==> src/rtl/vga_fb_pkg.sv <==
// Shared types and default sizing for the VGA framebuffer arbiter.
package vga_fb_pkg;

  localparam int FB_PIXELS_DEF  = 12288;
  localparam int ADDR_W_DEF     = 14;
  localparam int PIX_W_DEF      = 3;
  localparam int FIFO_DEPTH_DEF = 8;
  localparam int LOW_WM_DEF     = 2;

  typedef enum logic [1:0] {
    IDLE,
    FETCH,
    DONE
  } fb_arb_state_t;

endpackage

==> src/rtl/vga_pixel_fifo.sv <==
// Synchronous pixel FIFO with occupancy count and single-cycle flush.
module vga_pixel_fifo #(
  parameter int DEPTH = 8,
  parameter int WIDTH = 3
) (
  input  logic                     clk,
  input  logic                     rst_n,
  input  logic                     flush,
  input  logic                     push,
  input  logic [WIDTH-1:0]         push_data,
  input  logic                     pop,
  output logic [WIDTH-1:0]         head,
  output logic [$clog2(DEPTH):0]   count
);

  localparam int PTR_W = $clog2(DEPTH);

  logic [WIDTH-1:0] mem_q [DEPTH];
  logic [PTR_W-1:0] wr_ptr_q, rd_ptr_q;
  logic [PTR_W:0]   count_q;
  logic             do_push, do_pop;

  assign do_push = push && !flush;
  assign do_pop  = pop && !flush && (count_q != '0);

  // NOTE: the storage array has no reset; only pointers and count define validity.
  always_ff @(posedge clk) begin
    if (do_push) mem_q[wr_ptr_q] <= push_data;
  end

  always_ff @(posedge clk or negedge rst_n) begin
    if (!rst_n) begin
      wr_ptr_q <= '0;
      rd_ptr_q <= '0;
      count_q  <= '0;
    end else if (flush) begin
      wr_ptr_q <= '0;
      rd_ptr_q <= '0;
      count_q  <= '0;
    end else begin
      if (do_push) wr_ptr_q <= wr_ptr_q + PTR_W'(1);
      if (do_pop)  rd_ptr_q <= rd_ptr_q + PTR_W'(1);
      case ({do_push, do_pop})
        2'b10:   count_q <= count_q + (PTR_W+1)'(1);
        2'b01:   count_q <= count_q - (PTR_W+1)'(1);
        default: count_q <= count_q;
      endcase
    end
  end

  assign head  = (count_q == '0) ? '0 : mem_q[rd_ptr_q];
  assign count = count_q;

endmodule

==> src/rtl/vga_fb_arbiter.sv <==
// Shares one single-port framebuffer RAM between scanout prefetch and a host writer.
module vga_fb_arbiter
  import vga_fb_pkg::*;
#(
  parameter int FB_PIXELS  = FB_PIXELS_DEF,
  parameter int ADDR_W     = ADDR_W_DEF,
  parameter int PIX_W      = PIX_W_DEF,
  parameter int FIFO_DEPTH = FIFO_DEPTH_DEF,
  parameter int LOW_WM     = LOW_WM_DEF
) (
  input  logic              clk,
  input  logic              rst_n,
  input  logic              frame_start,
  input  logic              pix_pop,
  output logic              pix_valid,
  output logic [PIX_W-1:0]  pix_data,
  output logic              underrun,
  input  logic              wr_valid,
  output logic              wr_ready,
  input  logic [ADDR_W-1:0] wr_addr,
  input  logic [PIX_W-1:0]  wr_data,
  output logic [ADDR_W-1:0] mem_addr,
  output logic              mem_we,
  output logic [PIX_W-1:0]  mem_wdata,
  input  logic [PIX_W-1:0]  mem_rdata
);

  localparam int                CNT_W     = $clog2(FIFO_DEPTH) + 1;
  localparam logic [ADDR_W-1:0] LAST_ADDR = ADDR_W'(FB_PIXELS - 1);

  fb_arb_state_t     state_q, state_d;
  logic [ADDR_W-1:0] rd_addr_q, rd_addr_d;
  logic              inflight_q;
  logic              underrun_q, underrun_d;
  logic [CNT_W-1:0]  fifo_count, credits;
  logic              fifo_empty, rd_eligible, rd_grant, wr_grant;

  assign fifo_empty = (fifo_count == '0);
  assign credits    = fifo_count + CNT_W'(inflight_q);

  // NOTE: every always_comb output gets a default first so no path can infer a latch.
  always_comb begin
    state_d     = state_q;
    rd_addr_d   = rd_addr_q;
    rd_grant    = 1'b0;
    wr_grant    = 1'b0;
    rd_eligible = (state_q == FETCH) && !frame_start && (credits < CNT_W'(FIFO_DEPTH));

    if (rd_eligible && (credits < CNT_W'(LOW_WM))) rd_grant = 1'b1;
    else if (wr_valid)                             wr_grant = 1'b1;
    else if (rd_eligible)                          rd_grant = 1'b1;

    // Address counter parks on the last pixel; DONE blocks any further read.
    if (rd_grant) begin
      if (rd_addr_q == LAST_ADDR) state_d   = DONE;
      else                        rd_addr_d = rd_addr_q + ADDR_W'(1);
    end

    if (frame_start) begin
      state_d   = FETCH;
      rd_addr_d = '0;
    end

    underrun_d = frame_start ? 1'b0 : (underrun_q || (pix_pop && fifo_empty));
  end

  always_ff @(posedge clk or negedge rst_n) begin
    if (!rst_n) begin
      state_q    <= IDLE;
      rd_addr_q  <= '0;
      inflight_q <= 1'b0;
      underrun_q <= 1'b0;
    end else begin
      state_q    <= state_d;
      rd_addr_q  <= rd_addr_d;
      inflight_q <= rd_grant;
      underrun_q <= underrun_d;
    end
  end

  // frame_start flushes the FIFO, which also discards a returning read.
  vga_pixel_fifo #(
    .DEPTH (FIFO_DEPTH),
    .WIDTH (PIX_W)
  ) u_fifo (
    .clk       (clk),
    .rst_n     (rst_n),
    .flush     (frame_start),
    .push      (inflight_q),
    .push_data (mem_rdata),
    .pop       (pix_pop),
    .head      (pix_data),
    .count     (fifo_count)
  );

  assign pix_valid = !fifo_empty;
  assign underrun  = underrun_q;
  assign wr_ready  = wr_grant;
  assign mem_we    = wr_grant;
  assign mem_wdata = wr_grant ? wr_data : '0;
  assign mem_addr  = rd_grant ? rd_addr_q : (wr_grant ? wr_addr : '0);

endmodule
==> config.mk <==
export PLATFORM = sky130hd
export DESIGN_NAME = vga_fb_arbiter
export DESIGN_NICKNAME = d
export VERILOG_FILES = /design/src/rtl/vga_fb_pkg.sv /design/src/rtl/vga_pixel_fifo.sv /design/src/rtl/vga_fb_arbiter.sv
export SDC_FILE = /design/constraint.sdc
export NUM_CORES = 1
export LEC_CHECK = 0
export ABC_CLOCK_PERIOD_IN_PS = 3270
export BUFFER_PORTS_ARGS = -buffer_cell sky130_fd_sc_hd__buf_2
export CORE_MARGIN = 1
export CORE_UTILIZATION = 38
export CTS_BUF_LIST = sky130_fd_sc_hd__clkbuf_8
export CTS_CLUSTER_DIAMETER = 50
export DETAILED_ROUTE_END_ITERATION = 10
export GPL_TIMING_DRIVEN = 1
export PLACE_DENSITY = 0.66
export SYNTH_ARGS = -nofsm -noshare
export SYNTH_HDL_FRONTEND = slang
export SYNTH_SLANG_ARGS = --single-unit
export TNS_END_PERCENT = 5
==> constraint.sdc <==
create_clock -name clk -period 3.27 [get_ports clk]
set_input_delay 0.1635 -clock clk [delete_from_list [all_inputs] [get_ports clk]]
set_output_delay 0.1635 -clock clk [all_outputs]
set_load 0.05 [all_outputs]
==> impl_metrics.toml <==
[synthesis]
synth.most_common_cell = "dfrtp_1"
seq_area_frac_synth_pct = 51.26
post_synth_and_or_nand_nor_area_fraction_pct = 20.67
synth-adder-area-share_pct = 2.708
postSynthRegisterBits = 52
netlist_top_cells_count = "dfrtp_1 (28), nor2_1 (26), edfxtp_1 (24)"
ys_top_cells_by_area = "edfxtp_1 (26%), dfrtp_1 (25%), mux4_2 (4.9%), nand3_1 (4.2%), o21ai_0 (4.0%)"
synth_warnings = 0
main_combinational_cell_family_by_area_after_synthesis = "simple AND/OR/NAND/NOR gates"
muxShareOfSynthArea_pct = 8.574
postSynth.topFlopCell = "dfrtp_1"
syn_area_per_cell_um2 = 10.42
synth_top_cell_by_area = "edfxtp_1"
synthCells = 266
post_synth_instance_area_um2 = 2773
synth-async-reset-ratio_pct = 53.85
post_synth_num_cell_types = 41
syn_nets = 297
synth_compound_gate_area_share_pct = 9.116
yosys.area_share.xor_xnor_pct = 2.527
synthDominantCellAreaShare_pct = 25.99
synth_edf_count = 24

[cells_and_area]
nets = 340
diodes = 0
area_growth_syn_to_layout_pct = 14.40
non_filler_cells_in_the_finished_layout = 406
post_route_cells_drive_above_1_share_pct = 23.23

[critical_path]
worstRegToRegCells = 10
worstPathCellList = "and2_1 > ha_1 > xor2_1 > o21ai_0 > nand2b_1 > buf_4 > nand3_1 > o21ai_0 > buf_2"
path_length_in_cells_of_the_critical_path = 9
worstReg2RegEnd = "u_fifo.count[3]$_DFFE_PN0P_"
cp-end-kind = "output pin"
critical_path_arrival_ps = 2700
max_stage_delay_ps = 600
path_buf_inv = 2
critPathSlowestCell = "dfrtp_1"
critical_path.most_common_cell = "o21ai_0"
worst_path_top_cell_family_by_delay = "simple AND/OR/NAND/NOR gates"
critical_path_peak_fanout = 31
cp-start-kind = "register"
r2r_setup_slack_ps = 590
worstSetupStartpoint = "inflight_q$_DFF_PN0_"
worst-endpoint-required_ps = 3110
critical_path.endpoint = "mem_addr[7]"
r2r-start = "u_fifo.count[1]$_DFFE_PN0P_"
worst-setup-path-type = "reg2out"

[route]
ant_nets = 0
dr.pass1.iters = 4
routed_via_count = 2126
postRouteWirelength_um = 5819
drc_errors = 0
wl_per_cell_um = 14.33
viasPerCell = 5.236
drt-initial-drc-count = 153

[timing]
final_critical_path_setup_slack_ps = 410.0
max_clock_freq_ghz = 0.3497
maxSlewViolCount = 0
finClkSkew_ps = 6.841
setup_viol_count_final = 0
finalSetupTns_ps = 0
layout_worst_path_cycle_share_pct = 87.46
period_minus_slack_ps = 2860
worst_pin_slew_ps = 936.1
max_slew_margin_pct = 37.02
hold_slack_ps = 142.1
hold_viol = 0
rsz_0062_raised_after_global_routing = "false"

[clocking]
post_cts.repair.setup_buffers = 0
cts.root.buffer_cell = "clkbuf_8"
clk_transition_reported_paths_ps = 100
clock_path_buffers = 2
cts_buffers = 5
cts_tree = "done"
clock_sinks = 52
htree_levels = 2
number_of_gates_given_a_new_drive_strength_after_cts = 0
clock_latency_ps = 300

[floorplan]
fp.dieW_um = 87.42
dieArea_um2 = 7642
ioPinCount = 49
core-area_um2 = 6907
initial_core_util_pct = 40.14
die_y_um = 87.42
cell_rows = 30

[worst_hold_path]
holdCritStartpoint = "pix_pop"
worst_hold_path_class = "in2reg"

[placement]
placed_cells = 397
numPortBuffers = 48
placement.setup.worst_slack_ps = 633.5
place.gp.congestion = 0.8375
dp.final_hpwl_um = 4217

[global_routing]
first_global_vias = 2018
grt_util_all_layers_pct = 16.49
grt_antenna_before_repair = 0
grt-ovfl-total = 0
first_pass_grt_wire_length_um = 9680
pin_count_of_the_biggest_net_entering_global_routing = 32

[power]
cellLeakagePower_nw = 1.309
ir_drop_uv = 202.7
power_density_nw_per_um2 = 700.2

[flow_run]
drv_cap = 0

[run_status]
run_status = "complete, no violations"
[how the worst min path moves through the flow]
stage | endpoint | cells after the start
finish | underrun$_DFF_PN0_ | 3
CTS | underrun$_DFF_PN0_ | 3
global placement | rd_addr_q[8]$_DFFE_PN0P_ | 1
global route | u_fifo.mem_q[2][1]$_DFFE_PP_ | 1
floorplan | inflight_q$_DFF_PN0_ | 0
detailed placement | rd_addr_q[8]$_DFFE_PN0P_ | 1
[flip-flops by register name (all words and copies together), names as in the netlist]
name	flops
u_fifo.count	4
state_q	2
u_fifo.wr_ptr_q	3
u_fifo.mem_q	24
underrun	1
rd_addr_q	14
inflight_q	1
u_fifo.rd_ptr_q	3
[routing by layer]
| layer | part of all wire (%) | wire [um] | vias to the layer above | global-route usage (%) |
|---|---|---|---|---|
| met1 | 47 | 2724 | 1035 | 22.21 |
| met2 | 49 | 2860 | 33 | 26.35 |
| li1 | - | - | 1051 | - |
| met3 | 2.5 | 148 | 7 | 3.318 |
| met4 | 1.5 | 86 | 0 | 5.961 |
| met5 | 0 | 0 | - | 0 |
[kinds of logic (layout without fill, tap and decap cells)]
kind of cell	after synthesis	in the layout
and+or+nand+nor	109	109
DFF	52	52
AOI/OAI and AO/OA	43	43
buffers and inverters	32	76
muxes	16	16
xor gates and xnor gates	8	8
adders and majority gates	6	6
[worst register-to-register path: stages (launching register included)]
cell and delay (ps):
dfrtp_1 490, o41ai_2 360, buf_4 200, or2_2 150, nor2_1 70, ha_1 370, o21ai_0 120, o41ai_1 350
mux2i_1 260, xnor2_1 140, nor2_1 50
[power by group]
group,internal (mW),leakage [nW],total [mW],switching (mW)
combinational,0.315,0.671,0.977,0.662
sequential,0.755,0.593,0.883,0.127
clock,0.150,0.0455,0.362,0.212
total,1.22,1.31,2.22,1.00
[area by class of cell]
class	count	area (um2)
tap	96	120.1
clock buffer	5	68.82
fill	681	3735
inverter	16	60.06
multi-input combinational	182	1209
sequential	52	1421
timing repair buffer	52	272.8
clock inverter	3	20.02
[through the flow]
stage | utilization [%] | cell area [um2] | total power, mW
CTS | 45.92 | 3172 | 2.233
detailed placement | 44.49 | 3073 | 1.874
finish | 45.92 | 3172 | 2.221
global placement | 44.49 | 3073 | 1.848
global route | 45.92 | 3172 | 2.357
floorplan | - | 2773 | 1.649
[layout by cell type, fill, tap and decap left out, drive strengths merged, types with 5 or more instances in the layout]
cell type,n
o21ai,22
mux4,6
nand2,20
buf,51
a21oi,11
or3,6
nor3,5
clkbuf,5
ha,6
edfxtp,24
mux2i,8
dfrtp,28
inv,17
nor2,26
nand3,23
nor4,5
[timing repair]
action,CTS,global route
endpoints found under the hold margin,28,0
hold buffers,1,0
endpoints found under the setup margin,0,0
Note: power is estimated with default switching activity, not from simulation.
